<file path="config.mk">
export PLATFORM = sky130hd
export DESIGN_NAME = data_mem_arbiter
export DESIGN_NICKNAME = d
export VERILOG_FILES = /design/src/rtl/data_mem_arbiter_pkg.sv /design/src/rtl/mem_arb_starve_cnt.sv /design/src/rtl/data_mem_arbiter.sv
export SDC_FILE = /design/constraint.sdc
export NUM_CORES = 1
export LEC_CHECK = 0
export BUFFER_PORTS_ARGS = -buffer_cell sky130_fd_sc_hd__buf_2
export CORE_MARGIN = 10
export CORE_UTILIZATION = 41
export CTS_CLUSTER_DIAMETER = 40
export DETAILED_ROUTE_END_ITERATION = 12
export PLACE_DENSITY = 0.91
export SLEW_MARGIN = 20
export SYNTH_ARGS = -nofsm -noshare
export SYNTH_HDL_FRONTEND = slang
export SYNTH_HIERARCHICAL = 1
export SYNTH_SLANG_ARGS = --single-unit
</file>
<file path="constraint.sdc">
create_clock -name clk -period 3 [get_ports clk]
set_input_delay 0.6 -clock clk [delete_from_list [all_inputs] [get_ports clk]]
set_output_delay 0.6 -clock clk [all_outputs]
set_load 0.005 [all_outputs]
</file>
<file path="src/rtl/data_mem_arbiter_pkg.sv">
// Shared encodings for the data memory arbiter: access sizes, FSM states, memory size.
package data_mem_arbiter_pkg;

  localparam logic [1:0] SZ_BYTE = 2'b00;
  localparam logic [1:0] SZ_HALF = 2'b01;
  localparam logic [1:0] SZ_WORD = 2'b10;

  localparam int MEM_BYTES = 512;

  typedef enum logic [1:0] {
    IDLE = 2'd0,
    RUN  = 2'd1,
    DONE = 2'd2
  } arb_state_e;

endpackage

</file>
<file path="src/rtl/mem_arb_starve_cnt.sv">
// Saturating count of cycles the DMA has waited; at_limit forces the next DMA grant.
module mem_arb_starve_cnt #(
  parameter int LIMIT = 4
) (
  input  logic clk,
  input  logic reset,
  input  logic inc,
  input  logic clr,
  output logic at_limit
);

  localparam int CW = $clog2(LIMIT + 1);

  logic [CW-1:0] cnt;

  always_ff @(posedge clk) begin
    if (reset || clr)
      cnt <= '0;
    else if (inc && !at_limit)
      cnt <= cnt + CW'(1);
  end

  assign at_limit = (cnt == CW'(LIMIT));

endmodule

</file>
<file path="src/rtl/data_mem_arbiter.sv">
// Shares one memory port between the pipeline MEM stage (priority, combinational)
// and a word-burst DMA channel that steals a cycle once it has starved long enough.
module data_mem_arbiter
  import data_mem_arbiter_pkg::*;
#(
  parameter int ADDR_W       = 9,
  parameter int LEN_W        = 8,
  parameter int STARVE_LIMIT = 4
) (
  input  logic              clk,
  input  logic              reset,
  input  logic              p_req,
  input  logic [ADDR_W-1:0] p_addr,
  input  logic [31:0]       p_wdata,
  input  logic [1:0]        p_size,
  input  logic              p_rw,
  output logic [31:0]       p_rdata,
  output logic              p_stall,
  input  logic              d_start,
  input  logic [ADDR_W-1:0] d_base,
  input  logic [LEN_W-1:0]  d_len,
  input  logic              d_dir,
  output logic              d_busy,
  output logic              d_done,
  input  logic [31:0]       d_wdata,
  input  logic              d_wvalid,
  output logic              d_wready,
  output logic [31:0]       d_rdata,
  output logic              d_rvalid,
  output logic [ADDR_W-1:0] m_addr,
  output logic [31:0]       m_di,
  output logic [1:0]        m_size,
  output logic              m_rw,
  output logic              m_e,
  input  logic [31:0]       m_do
);

  arb_state_e        state;
  logic [ADDR_W-1:0] cur_addr;
  logic [LEN_W-1:0]  remaining;
  logic              dir;
  logic              eligible, grant, at_limit;

  assign eligible = (state == RUN) && (!dir || d_wvalid);
  assign grant    = !reset && eligible && (!p_req || at_limit);

  mem_arb_starve_cnt #(.LIMIT(STARVE_LIMIT)) u_starve (
    .clk      (clk),
    .reset    (reset),
    .inc      (eligible && !grant),
    .clr      (grant || (state == IDLE)),
    .at_limit (at_limit)
  );

  // DMA reads leave m_e low: the memory read path is combinational.
  always_comb begin
    m_addr   = p_addr;
    m_di     = p_wdata;
    m_size   = p_size;
    m_rw     = p_rw;
    m_e      = p_req && !reset;
    d_wready = 1'b0;
    if (grant) begin
      m_addr   = cur_addr;
      m_di     = d_wdata;
      m_size   = SZ_WORD;
      m_rw     = dir;
      m_e      = dir;
      d_wready = dir;
    end
  end

  assign p_stall = p_req && grant;
  assign p_rdata = m_do;
  assign d_busy  = (state == RUN);
  assign d_done  = (state == DONE);

  always_ff @(posedge clk) begin
    if (reset) begin
      state     <= IDLE;
      cur_addr  <= '0;
      remaining <= '0;
      dir       <= 1'b0;
      d_rdata   <= '0;
      d_rvalid  <= 1'b0;
    end else begin
      d_rvalid <= grant && !dir;
      if (grant && !dir)
        d_rdata <= m_do;
      case (state)
        IDLE: if (d_start) begin
          cur_addr  <= d_base & ~ADDR_W'(3);
          remaining <= d_len;
          dir       <= d_dir;
          state     <= (d_len == '0) ? DONE : RUN;
        end
        RUN: if (grant) begin
          cur_addr  <= (cur_addr + ADDR_W'(4)) & ADDR_W'(MEM_BYTES - 1);
          remaining <= remaining - LEN_W'(1);
          if (remaining == LEN_W'(1))
            state <= DONE;
        end
        DONE:    state <= IDLE;
        default: state <= IDLE;
      endcase
    end
  end

endmodule

</file>
Word-level counts from Yosys, hierarchy flattened:

Index checks and enable logic that the tools add are counted.

* flip-flop bits (word level): 56
* latch bits: 0
* memory bits (writable): 0
* ROM bits: 0
* output and inout bits: 114
* logic and storage cells: 57
* memories: 0

* add/subtract/negate cells: 3
* $mul: 0
* divide/modulo/power cells: 0
* order comparisons: 0
* equal/unequal tests: 7
* shift operators: 0
* multiplexer cells: 17
* bitwise operators: 0
* reduce and logical (&&, ||, !) cells: 23

Operator list (count)
* 2-to-1 mux 32 bit: 1
* 2-to-1 mux 9 bit: 3
* one-hot mux 9 bit (2 select lines): 1
* 2-to-1 mux 8 bit: 2
* one-hot mux 8 bit (2 select lines): 1
* 2-to-1 mux 2 bit: 5
* adder 9 x 3 -> 9 bit, second input constant: 1
* equality test 8 x 1 -> 1 bit, second input constant: 1
* logical AND 1 bit: 8
* zero test 8 bit: 1
* subtractor 8 x 1 -> 8 bit, second input constant: 1
* AND reduction 3 bit: 2
* zero test 1 bit: 5
* logical OR 1 bit: 4
* inequality test 2 x 1 -> 1 bit, second input constant: 2
* one-hot mux 2 bit (2 select lines): 1
* adder 3 x 1 -> 3 bit, second input constant: 1
* equality test 3 bit, second input constant: 1
* 2-to-1 mux 1 bit: 3
* equality test 2 x 1 -> 1 bit, second input constant: 1
* equality test 2 bit, second input constant: 1
* zero test 2 bit: 1
* inequality test 2 bit, second input constant: 1
* AND reduction 2 bit: 1
* nonzero test 2 bit: 1

Logic depth before layout (Yosys ltp):

* depth in word-level cells: 8
* gate-level depth with buffers: 9

Modules after synthesis:

Netlist, hierarchy kept.

By module, submodules not included
* data_mem_arbiter: times used 1, cells an instance 376, area an instance 3090.5 um^2, seq. area each 1021.0 um^2
* mem_arb_starve_cnt: times used 1, cells an instance 18, area an instance 187.7 um^2, seq. area each 60.1 um^2

Least setup slack after synthesis:

OpenSTA, ideal clock, no wires.

* path type: reg-to-output
* from: reg u_starve.cnt[0]
* to: out m_di[27]
* data arrival time: 1.941 ns
* setup slack: 0.459 ns
* stages on the path, launching flop included: 9
* buffers on the path: 2
* cells stage by stage: dfxtp_1 -> inv_1 -> ha_1 -> and2_1 -> and2b_1 -> nor4_4 -> buf_4 -> buf_2 -> mux2_2

* longest elaborated chain between the ends: 4

Ends and longest elaborated chain
* start, declared: line mem_arb_starve_cnt.sv:14 `logic [CW-1:0] cnt;`
* start signal, assigned: line mem_arb_starve_cnt.sv:20 `cnt <= cnt + CW'(1);`
* equality test 3 bit: line mem_arb_starve_cnt.sv:23 `assign at_limit = (cnt == CW'(LIMIT));`
* net at_limit: line data_mem_arbiter.sv:42 `logic eligible, grant, at_limit;`
* logical OR 1 bit: line data_mem_arbiter.sv:45 `assign grant = !reset && eligible && (!p_req || at_limit);`
* logical AND 1 bit: line data_mem_arbiter.sv:45
* 2-to-1 mux 32 bit: line data_mem_arbiter.sv:63 `if (grant) begin`
* end, declared: line data_mem_arbiter.sv:31 `output logic [31:0] m_di,`

The timed path passes the listed nets, and every way through them passes these cells.

Worst setup path in the final report:

* from: reg u_starve.cnt[0]
* to: out m_di[16]

Same word-level chain as after synthesis.

==> flow_metrics.env <==
export IMPL_p_clk_share_pct=27.0
export IMPL_min_path_cells=2
export IMPL_fp_coreArea_sq_um=7767
export IMPL_cts_root_buf="clkbuf_8"
export IMPL_rows=32
export IMPL_grt_pass1_vias=3790
export IMPL_clock_latency_ns=0.31
export IMPL_status="completed"
export IMPL_yosysSeqAreaShare_pct=32.98
export IMPL_cts_tree="yes"
export IMPL_start_util_pct=42.20
export IMPL_p_sw_uw=597.2
export IMPL_fin_ws_ns=0.09887
export IMPL_ir_drop_mv=0.3125
export IMPL_cp_required_ns=2.40
export IMPL_cts_buffers=5
export IMPL_dr_total_vias=3634
export IMPL_syn2layout_area_growth_pct=39.35
export IMPL_fillers=701
export IMPL_grt_max_degree=66
export IMPL_synth_area_sq_um=3278
export IMPL_synth_seq_cells=54
export IMPL_routed_wl_um=13390
export IMPL_grt_pass1_wl_um=20110
export IMPL_hold_path_startpoint="d_rdata[4]"
export IMPL_drc=0
export IMPL_intPower_mw=1.309
export IMPL_via_per_inst=5.118
export IMPL_grtUsageTotal_pct=21.22
export IMPL_syn_area_per_cell_sq_um=8.320
export IMPL_numPortBuffers=242
export IMPL_hold_viol=0
export IMPL_min_to="d_rdata[4]"
export IMPL_wl_per_cell_um=18.86
export IMPL_critPathKind="flip-flop to output pin"
export IMPL_setup_viol=0
export IMPL_ctsHoldBuffers=0
export IMPL_final_setup_tns_ns=0
export IMPL_place_ws_ns=0.2398
export IMPL_synth_warnings=6
export IMPL_synth_flop_cell="dfxtp_1"
export IMPL_postRouteAntennaNets=0
export IMPL_die_x_um=109.4
export IMPL_synthCells=394
export IMPL_critPathArrivalTime_ns=2.30
export IMPL_cp_start_kind="flip-flop"
export IMPL_initialDrtViolationCount=147
export IMPL_syn_nets=530
export IMPL_die_h_um=109.4
export IMPL_p_leak_nw=2.170
export IMPL_timing_fmax_mhz=344.7
export IMPL_grt_setup_unrepaired="no"
export IMPL_crit_path_end_kind="output pin"
export IMPL_p_seq_share_pct=43.1
export IMPL_clkSlewWorstSetupHoldPaths_ns=0.11
export IMPL_comb_power_share_pct=30.0
export IMPL_reg2regPathDepth=8
export IMPL_gp_congestion=1.048
export IMPL_cts_sinks=54
export IMPL_synth_edf_count=0
export IMPL_drtPass1Iterations=4
export IMPL_slew_headroom_pct=63.20
export IMPL_switching_share_pct=31.33
export IMPL_r2r_end="u_starve/cnt[0]"
export IMPL_skew_ns=0.01378
export IMPL_drv_cap=0
export IMPL_synth_async_reset_ratio_pct=0
export IMPL_drive_above_1_share_pct=53.73
export IMPL_slew_viol_final=0
export IMPL_cts_buffer_depth=2
export IMPL_ys_top_cells_by_area="dfxtp_1, mux2_2, nand2_1"
export IMPL_path_max_fanout=8
export IMPL_period_share_pct=96.70
export IMPL_ios=245
export IMPL_reg2reg_slack_ns=0.82
export IMPL_holdCritPathClass="flip-flop to flip-flop"
export IMPL_netlist_area_leader_share_pct=32.98
export IMPL_period_needed_ns=2.901
export IMPL_dpl_hpwl_um=11090
export IMPL_overflow=0
export IMPL_synth_distinct_cells=53
export IMPL_antenna_found_initial=6
export IMPL_r2r_start="u_starve/cnt[1]"
export IMPL_power_density_nw_per_um2=417.4
export IMPL_fin_nets=738
export IMPL_dieArea_sq_um=11970
export IMPL_yosysTopAreaCell="dfxtp_1"
export IMPL_cts_max_level=2
export IMPL_worstMarginPinSlew_ns=0.5470
## synth_stat cells (3+ instances only)
cell type and instances:
a211oi_1 5, inv_1 9, nand4_1 3, clkbuf_1 9
nand3_1 5, and2_1 4, a31oi_1 4, mux2_2 40
dfxtp_1 54, a21oi_1 17, a31o_2 3, buf_4 34
buf_2 10, o21ai_1 4, nor3_1 7, nor2b_1 5
nor2_1 14, o21ai_0 36, nor3b_1 3, buf_6 3
nand2_1 77, ha_1 5, nand2b_1 5, nor4_1 4
## metrics by stage
step / utilization [%] / instances / power (mW) / instance area, sq um / hold slack (ns)
finish: 58.81 / 710 / 1.907 / 4568 / 0.4601
CTS: 57.94 / 702 / 1.914 / 4501 / 0.4629
floorplan: - / 394 / 1.159 / 3278 / 0.4525
global route: 58.81 / 710 / 2.015 / 4568 / 0.4812
global placement: 55.85 / 692 / 1.373 / 4338 / 0.4402
detailed placement: 55.85 / 692 / 1.393 / 4338 / 0.4472
## cell type report
class / count / area, sq um / share of cell area, %
diodes: 5 / 12.51 / 0.2739
clock buffers: 5 / 68.82 / 1.506
clock inverters: 3 / 48.80 / 1.068
inverters: 10 / 37.54 / 0.8217
multi-input cells: 274 / 1800 / 39.41
flip-flops and latches: 54 / 1082 / 23.69
well taps: 102 / 127.6 / 2.794
repair buffers: 257 / 1390 / 30.43
## power by group through the flow
stage / logic, mW / clock network, mW / registers (mW)
floorplan: 0.333 / 0 / 0.826
global placement: 0.541 / 0 / 0.832
detailed placement: 0.558 / 0 / 0.836
CTS: 0.568 / 0.525 / 0.820
global route: 0.637 / 0.549 / 0.829
finish: 0.572 / 0.514 / 0.821
## registers in the layout, summed over array words and instances, names as in the netlist
name and flops:
d_rdata 32, dir 1, remaining 8, cur_addr 7
state 2, u_starve/cnt 3, d_rvalid 1
## kinds of logic after synthesis
kind of cell	after synthesis	synth area share [%]
AOI/OAI and AO/OA	86	16.79
adders and majority gates	5	1.908
muxes	43	14.73
DFF	54	32.98
and+or+nand+nor	139	20.80
xor gates and xnor gates	1	0.2672
buffers and inverters	66	12.52
## layout by cell type (no fill, tap or decap), types with 2 or more instances in the layout
cell type | netlist | final
a211oi_1 | 5 | 5
mux2_1 | 2 | 2
nand3_1 | 5 | 5
nand2_1 | 77 | 77
nor3_1 | 7 | 7
a21o_1 | 2 | 2
ha_1 | 5 | 4
buf_12 | 0 | 2
clkbuf_8 | 0 | 5
buf_2 | 10 | 242
and2_1 | 4 | 3
nor4_1 | 4 | 3
nor4_2 | 1 | 2
buf_4 | 34 | 10
nor2b_1 | 5 | 5
a31oi_1 | 4 | 4
nor2_1 | 14 | 14
a41o_1 | 2 | 2
nand4_1 | 3 | 3
a22oi_1 | 2 | 2
a21oi_1 | 17 | 17
diode_2 | 0 | 5
a31o_2 | 3 | 3
dfxtp_1 | 54 | 53
inv_1 | 9 | 9
nor3b_1 | 3 | 3
o21ai_1 | 4 | 4
nand2b_1 | 5 | 5
mux2_2 | 40 | 40
o21ai_0 | 36 | 36
o22ai_1 | 2 | 2
## how the worst max path moves through the flow
stage | to | start
2_1_floorplan | m_di[27] | u_starve/cnt[0]
3_3_place_gp | m_di[25] | p_req
3_5_place_dp | m_di[21] | u_starve/cnt[0]
4_1_cts | m_di[21] | u_starve/cnt[0]
5_1_grt | m_di[8] | u_starve/cnt[0]
6_report | m_di[16] | u_starve/cnt[0]
## layer usage
layer	share of wire [%]	up-vias	track usage, %
li1	-	1757	-
met1	33	1657	20.08
met2	52	201	39.52
met3	13	17	9.362
met4	1.9	2	7.900
met5	0.097	-	0
## what timing repair did
item                       in CTS  in global routing
cloned                          1                  1
setup endpoints to repair      39                 39
resized for setup               6                  4
pin swaps                       1                  0
setup buffers                   1                  2
## worst max-delay path: stages, from the launching register on
cell and delay [ns]:
dfxtp_2 0.35, inv_1 0.06, ha_2 0.19, and2_4 0.15
and2b_4 0.21, nor4_4 0.22, buf_6 0.19, clkbuf_16 0.16
mux2_2 0.34, buf_2 0.13
No activity file was read; power rests on OpenSTA's default activity.
